**config.mk**
```make
export PLATFORM = sky130hd
export DESIGN_NAME = ofm_drain
export DESIGN_NICKNAME = d
export VERILOG_FILES = /design/src/rtl/ofm_drain.sv
export SDC_FILE = /design/constraint.sdc
export NUM_CORES = 1
export LEC_CHECK = 0
export ABC_AREA = 1
export CAP_MARGIN = 20
export CORE_MARGIN = 2
export CORE_UTILIZATION = 46
export CTS_BUF_LIST = sky130_fd_sc_hd__clkbuf_4
export CTS_CLUSTER_DIAMETER = 80
export DETAILED_ROUTE_END_ITERATION = 12
export GPL_ROUTABILITY_DRIVEN = 0
export PLACE_DENSITY = 0.69
export SYNTH_ARGS = -nofsm -noshare
export SYNTH_HDL_FRONTEND = slang
export SYNTH_SLANG_ARGS = --single-unit
```
**constraint.sdc**
```tcl
create_clock -name clk -period 6.04 [get_ports clk]
set_input_delay 0.604 -clock clk [delete_from_list [all_inputs] [get_ports clk]]
set_output_delay 0.604 -clock clk [all_outputs]
set_load 0.005 [all_outputs]
```
**src/rtl/ofm_drain.sv**
```systemverilog
// Read-side drain for the packed output feature-map BRAM: fetches a contiguous
// run of 64-bit words and streams each one out as four 16-bit partial sums, MSB lane first.
module ofm_drain #(
    parameter int ADDR_W = 16,
    parameter int DATA_W = 64,
    parameter int LANE_W = 16
) (
    input  logic              clk,
    input  logic              rst_n,
    input  logic              start,
    input  logic [ADDR_W-1:0] base_addr,
    input  logic [ADDR_W-1:0] word_count,
    output logic              busy,
    output logic              done,
    output logic              ram_en,
    output logic [ADDR_W-1:0] ram_addr,
    input  logic [DATA_W-1:0] ram_dout,
    output logic [LANE_W-1:0] out_data,
    output logic              out_valid,
    input  logic              out_ready,
    output logic              out_last
);

    localparam int LANES  = DATA_W / LANE_W;
    localparam int LANE_B = (LANES > 1) ? $clog2(LANES) : 1;
    localparam logic [LANE_B-1:0] LAST_LANE = LANE_B'(LANES - 1);

    typedef enum logic [2:0] {
        IDLE,
        RD,
        CAP,
        STRM,
        FIN
    } state_t;

    state_t            state;
    logic [ADDR_W-1:0] addr_q;
    logic [ADDR_W-1:0] remaining;
    logic [DATA_W-1:0] word_q;
    logic [LANE_B-1:0] lane;
    logic [LANE_B-1:0] lane_nxt;
    logic              final_word;
    logic              handshake;

    // Lane 0 is the most significant slice, matching the packer's write order.
    function automatic logic [LANE_W-1:0] lane_sel(input logic [DATA_W-1:0] w,
                                                   input logic [LANE_B-1:0] idx);
        return w[(LANES - 1 - int'(idx)) * LANE_W +: LANE_W];
    endfunction

    assign lane_nxt   = lane + LANE_B'(1);
    assign final_word = (remaining == ADDR_W'(1));
    assign handshake  = out_valid && out_ready;

    always_ff @(posedge clk or negedge rst_n) begin
        if (!rst_n) begin
            state     <= IDLE;
            addr_q    <= '0;
            remaining <= '0;
            word_q    <= '0;
            lane      <= '0;
            busy      <= 1'b0;
            done      <= 1'b0;
            ram_en    <= 1'b0;
            ram_addr  <= '0;
            out_data  <= '0;
            out_valid <= 1'b0;
            out_last  <= 1'b0;
        end else begin
            case (state)
                IDLE: begin
                    if (start) begin
                        addr_q    <= base_addr;
                        remaining <= word_count;
                        busy      <= 1'b1;
                        if (word_count == '0) begin
                            state <= FIN;
                        end else begin
                            state    <= RD;
                            ram_en   <= 1'b1;
                            ram_addr <= base_addr;
                        end
                    end
                end

                RD: begin
                    ram_en <= 1'b0;
                    state  <= CAP;
                end

                CAP: begin
                    word_q    <= ram_dout;
                    lane      <= '0;
                    out_valid <= 1'b1;
                    out_data  <= lane_sel(ram_dout, '0);
                    out_last  <= (LAST_LANE == '0) && final_word;
                    state     <= STRM;
                end

                STRM: begin
                    if (handshake) begin
                        if (lane != LAST_LANE) begin
                            lane     <= lane_nxt;
                            out_data <= lane_sel(word_q, lane_nxt);
                            out_last <= (lane_nxt == LAST_LANE) && final_word;
                        end else begin
                            out_valid <= 1'b0;
                            out_last  <= 1'b0;
                            remaining <= remaining - ADDR_W'(1);
                            addr_q    <= addr_q + ADDR_W'(1);
                            if (final_word) begin
                                state <= FIN;
                            end else begin
                                state    <= RD;
                                ram_en   <= 1'b1;
                                ram_addr <= addr_q + ADDR_W'(1);
                            end
                        end
                    end
                end

                // FIN spans two cycles: a settle cycle, then the done pulse with busy still high.
                FIN: begin
                    if (!done) begin
                        done <= 1'b1;
                    end else begin
                        done  <= 1'b0;
                        busy  <= 1'b0;
                        state <= IDLE;
                    end
                end

                default: begin
                    state <= IDLE;
                end
            endcase
        end
    end

endmodule

```
==> results.ini, run 1 <==
[run_status]
status = complete, no violations

[timing]
slew_headroom_pct = 36.2
min_period_ns = 3.57
tightest_slew_ns = 0.957
slew_viol_final = 0
setup_tns_ns = 0
final-setup-viol-count = 0
rsz0062_at_grt = no
min_period_over_period_pct = 59.2
hold_violations = 0
fmax_mhz = 280
finalClockSkew_ns = 0.0120

[critical_path]
path_max_fanout = 35
critical_path_buf_inv_count = 2
cp-start-kind = register
worstSetupPathType = register to register
crit_path_end_kind = register
required_ns = 6.47
cp_top_family = buffers and inverters
worst_ep_arrival_time_ns = 4.00
crit_slowest_cell = dfrtp_1
critPathMaxStageDelay_ns = 0.99
r2r-start = lane[0]
startpoint = lane[0]
path_cells = inv_1 > ha_1 > inv_1 > o21ai_0 > o22ai_1 > nand2_1 > nand2_1 > nand2_1 > o21ai_0
crit_top_cell = nand2_1

[grt]
grt_pass1_wl_um = 28300
gr-total-overflow = 0
grt_max_degree = 77
grt_antenna_before_repair = 0
gr-usage-all-layers_pct = 21.8
grt_pass1_vias = 5761

[floorplan]
initial_core_util_pct = 46.8
rows = 45
fp.dieH_um = 128
fp.dieW_um = 128
core_um2 = 15100
ios = 137
die-area_um2 = 16400

[power_and_ir_drop]
internal_power_mw = 2.70
ir_drop_uv = 261
share_clk_of_total_power_pct = 14.3
power_density_nw_per_um2 = 516
comb_power_share_pct = 47.9
swShare_pct = 41.0
p_sw_mw = 1.87
pwr-share-seq_pct = 37.8
power_leakage_nw = 4.07

[drt]
postRouteAntennaNets = 0
wl_per_cell_um = 14.4
dr.pass1.iters = 5
drt_iter0_markers = 445
drt-total-wl_um = 17000
drt_drc_violations_left = 0
vias = 6090
via_per_inst = 5.15

[logic_synthesis]
synth_nets = 967
synth_fa_ha_area_share_pct = 0.883
synth_top_family_by_area = simple AND/OR/NAND/NOR gates
synth_compound_area_share_pct = 9.21
synthMuxAreaShare_pct = 10.2
syn-mean-instance-area_um2 = 8.22
netlist_area_um2 = 7090
synth_warnings = 0
synthDistinctLibCells = 31
synth_cells = 862
synth-seq-cells = 138
synth-simple-area-share_pct = 24.9
yosysSeqAreaShare_pct = 48.7
synth_xor_area_share_pct = 0.371

[job]
cap_violations = 0

[finish]
multi_input_area_um2 = 3250
antenna_cells = 0
synthToLayoutAreaGrowth_pct = 24.9
drive_above_1_share_pct = 11.6
final_common_cell = nand2_1
stdcell_count = 1182
regArea_um2 = 3450
final_cell_mix = nand2_1, dfrtp_1, clkdlybuf4s50_1
nets = 1088
fillers = 1406

[placed_design]
placedCellCount = 1152
port_buffers = 136
hpwl_um = 11600

[clock_network]
cts.sinks = 138
hold_buffers = 0
ctsResizeCount = 0
ctsRootBufferMaster = clkbuf_4
cts_buffers = 17
cts_buffer_depth = 2
clkTransAtPathRegs_ns = 0.11
htree_levels = 4
post_cts_buffers = 0
insertion_delay_ns = 0.55
cts_tree = done

[min_path]
hold_class = input port to asynchronous set/reset pin

## final cells by class
type,instances,area share [%]
inverters,58,2.46
repair buffers,140,15.7
flip-flops and latches,138,39.0
clock buffers,17,1.44
well taps,188,2.66
multi-input cells,628,36.7
clock inverters,13,2.02
## flip-flops by register name (all words and copies together), names as in the netlist
| register | flops |
|---|---|
| out_valid | 1 |
| addr_q | 16 |
| word_q | 64 |
| state | 3 |
| out_data | 16 |
| busy | 1 |
| done | 1 |
| ram_en | 1 |
| out_last | 1 |
| remaining | 16 |
| ram_addr | 16 |
| lane | 2 |
## layer usage
| metal | GRT usage [%] | vias up | share of wire [%] |
|---|---|---|---|
| met5 | 0 | - | 0 |
| met3 | 5.22 | 37 | 5.1 |
| met4 | 8.92 | 0 | 2.1 |
| li1 | - | 3044 | - |
| met1 | 30.2 | 2830 | 48 |
| met2 | 33.1 | 179 | 45 |
## worst register-to-register path: cells and delay by family, from the launching register on
| family | cells | cell delay (ns) |
|---|---|---|
| AO/OA/AOI/OAI | 3 | 0.40 |
| adder cells (fa/ha/maj) | 1 | 0.84 |
| buffers and inverters | 2 | 1.06 |
| flip-flops | 1 | 0.99 |
| AND/OR/NAND/NOR | 3 | 0.17 |
## power by group through the flow
stage               logic, mW  registers [mW]  clock network [mW]
global route             2.49            1.78               0.718
CTS                      2.21            1.72               0.677
floorplan                1.62            1.62                   0
detailed placement       2.20            1.74                   0
finish                   2.19            1.73               0.656
global placement         2.16            1.73                   0
## cells in the mapped netlist
cell / n / area (µm²)
dfrtp_1: 138 / 3450
o32ai_1: 1 / 8.76
inv_1: 56 / 210
nand2_2: 4 / 25.0
o21ai_1: 10 / 50.1
nor2_4: 1 / 11.3
nor3_1: 2 / 10.0
nand4_1: 8 / 50.1
o22ai_1: 16 / 100
nor3b_1: 2 / 15.0
o21ai_0: 77 / 385
a21oi_1: 9 / 45.0
buf_4: 4 / 30.0
buf_1: 2 / 7.51
o21bai_1: 2 / 15.0
nor2_1: 90 / 338
nand3_1: 35 / 175
a31oi_1: 4 / 25.0
a21oi_2: 1 / 8.76
buf_2: 16 / 80.1
inv_2: 2 / 7.51
ha_1: 5 / 62.6
mux2_2: 64 / 721
o211ai_1: 2 / 15.0
nand2_4: 2 / 22.5
buf_6: 2 / 22.5
nand2_1: 285 / 1070
or2_2: 4 / 25.0
nor2_8: 1 / 20.0
xnor2_1: 3 / 26.3
clkbuf_1: 14 / 52.6
## per-stage QoR
| stage | hold WS, ns | utilization (%) | worst slack, ns | power, mW | cell area, µm² |
|---|---|---|---|---|---|
| detailed placement | 0.458 | 56.4 | 2.46 | 3.94 | 8550 |
| finish | 0.0695 | 58.5 | 2.47 | 4.57 | 8850 |
| global route | 0.0795 | 58.5 | 2.04 | 4.99 | 8850 |
| CTS | 0.0713 | 58.5 | 2.42 | 4.61 | 8850 |
| global placement | 0.453 | 56.4 | 2.61 | 3.89 | 8550 |
| floorplan | 0.308 | - | 4.03 | 3.24 | 7090 |
## kinds of logic (layout without fill, tap and decap cells)
group,Yosys count,count (layout)
multiplexers,64,64
adder cells (fa/ha/maj),5,5
flip-flops,138,138
XOR/XNOR,3,3
AND/OR/NAND/NOR,434,434
AO/OA/AOI/OAI,122,122
buffers and inverters,96,228
## worst paths after layout
path / slack, ns / to / cells after the start
max: 2.47 / out_data[12] / 9
min: 0.07 / remaining[8] / 1
max reg2reg: 2.47 / out_data[12] / 9
min reg2reg: 0.48 / ram_addr[2] / 2
max in group asynchronous: 4.69 / out_data[1] / 2
min in group clk: 0.48 / ram_addr[2] / 2
No activity file was read; power rests on OpenSTA's default activity.
==> inputs of run 2 (changes only) <==
Settings changed: PLACE_DENSITY 0.69 to 0.72.
Clock period 6.04 ns to 2.9 ns, I/O delays scaled along.
==> results.ini, run 2 (synthesized netlist as in run 1, its figures left out) <==
[run_status]
status = complete, no violations

[floorplan]
initial_core_util_pct = 46.8  ; unchanged
fp.dieW_um = 128  ; unchanged
rows = 45  ; unchanged
ios = 137  ; unchanged
core_um2 = 15100  ; unchanged
die-area_um2 = 16400  ; unchanged
fp.dieH_um = 128  ; unchanged

[clock_network]
cts_buffers = 17  ; unchanged
htree_levels = 4  ; unchanged
cts_buffer_depth = 2  ; unchanged
cts.sinks = 138  ; unchanged
post_cts_buffers = 0  ; unchanged
cts_tree = done
clkTransAtPathRegs_ns = 0.14  ; +0.03 ns
ctsRootBufferMaster = clkbuf_4
insertion_delay_ns = 0.56  ; about the same

[critical_path]
worst_ep_arrival_time_ns = 2.81  ; -1.19 ns
crit_path_end_kind = register
r2r_cells = 9  ; unchanged
cp-start-kind = register
path_max_fanout = 41  ; +17%
required_ns = 3.34  ; -3.13 ns
worstSetupPathType = register to register

[finish]
antenna_cells = 0  ; unchanged
final_common_cell = nand2_1
largest_reg_flops = 64  ; unchanged
drive_above_1_share_pct = 12.3  ; +0.69 points
final_cell_mix = nand2_1, dfrtp_1, clkdlybuf4s50_1
design_area_um2 = 8960  ; +1.2%
nets = 1095  ; +0.64%
fillers = 1371  ; -2.5%
regMostFlops = word_q
synthToLayoutAreaGrowth_pct = 26.4

[drt]
via_per_inst = 5.10  ; -0.97%
dr.pass1.iters = 5  ; unchanged
drt-total-wl_um = 16900  ; -0.46%
drt_iter0_markers = 434  ; -2.5%
postRouteAntennaNets = 0  ; unchanged
wl_per_cell_um = 14.2  ; -1.2%
vias = 6077  ; -0.21%
drt_drc_violations_left = 0  ; unchanged

[power_and_ir_drop]
power_density_nw_per_um2 = 1080  ; +110%
ir_drop_uv = 499  ; +91%
power_leakage_nw = 4.13  ; +1.5%

[timing]
slew_headroom_pct = 43.6  ; +7.4 points
final-setup-viol-count = 0  ; unchanged
min_period_over_period_pct = 82.0  ; +23 points
finalClockSkew_ns = 0.0249  ; +0.0129 ns
setup_tns_ns = 0  ; unchanged
setup_ws_ns = 0.523  ; -1.94 ns
fmax_mhz = 421  ; +50%
rsz0062_at_grt = no
hold_violations = 0  ; unchanged
slew_viol_final = 0  ; unchanged
fin_hold_ws_ns = 0.336  ; +0.267 ns
min_period_ns = 2.38  ; -1.20 ns
tightest_slew_ns = 0.846  ; -0.111 ns

[grt]
gr-total-overflow = 0  ; unchanged
grt_pass1_vias = 5805  ; +0.76%
grt_max_degree = 88  ; +14%
grt_antenna_before_repair = 0  ; unchanged
grt_pass1_wl_um = 28600  ; +0.85%
gr-usage-all-layers_pct = 21.9  ; +0.038 points

[placed_design]
place_ws_ns = 0.542  ; -1.92 ns
port_buffers = 136  ; unchanged
hpwl_um = 11600  ; -0.39%
post_dp_cell_area_um2 = 8610  ; +0.67%

[job]
cap_violations = 0  ; unchanged

[min_path]
hold_class = input port to asynchronous set/reset pin

## run 2: timing repair
| item | CTS | global route |
|---|---|---|
| hold buffers | 1 | 0 |
| hold endpoints to repair | 85 | 0 |
| endpoints found under the setup margin | 0 | 0 |
| resized for setup | 0 | 0 |
## run 2: final timing paths
check	startpoint	to	slack, ns
hold / removal	rst_n	remaining[6]	0.34
hold reg to reg	ram_addr[6]	ram_addr[6]	0.48
setup / recovery	state[1]	ram_addr[1]	0.52
setup reg to reg	state[1]	ram_addr[1]	0.52
max in group asynchronous	rst_n	word_q[13]	1.81
min in group clk	ram_dout[27]	word_q[27]	0.34
## run 2: per-layer routing
metal	up-vias	track usage (%)	share of wire [%]
li1	3059	-	-
met1	2832	30.4	48
met2	169	34.8	46
met3	17	4.92	4.8
met4	0	5.75	1.0
met5	-	0	0
## run 2: final cells by class
cell class              instances  area [µm²]  share of cell area [%]
flip-flops and latches        138        3450                    38.5
multi-input cells             628        3250                    36.3
repair buffers                147        1460                    16.3
well taps                     188         235                    2.62
clock inverters                15         219                    2.44
inverters                      58         218                    2.43
clock buffers                  17         128                    1.42
## run 2: critical path, cell delays in order, from the launching register on
cell,delay [ns]
dfrtp_1,0.52
nand2_1,0.14
nor2_4,0.45
nand2_2,0.10
nand2_2,0.12
inv_2,0.07
nor2_8,0.45
nand2_4,0.24
nand2_1,0.13
nand2_1,0.05
## run 2: report_power, final
part / total, mW / internal (mW) / leakage [nW] / switching (mW)
Combinational: 4.67 / 2.10 / 2.29 / 2.57
Sequential: 3.51 / 2.88 / 1.66 / 0.631
Clock: 1.52 / 0.774 / 0.182 / 0.746
Total: 9.70 / 5.75 / 4.13 / 3.95
## run 2: per-stage QoR
stage                     total power [mW]  instances  utilization (%)
after floorplan                       6.74        862                -
after global placement                8.10       1158             56.8
after detailed placement              8.23       1158             56.8
after CTS                             9.75       1191             59.2
after global routing                  10.6       1191             59.2
final                                 9.70       1191             59.2
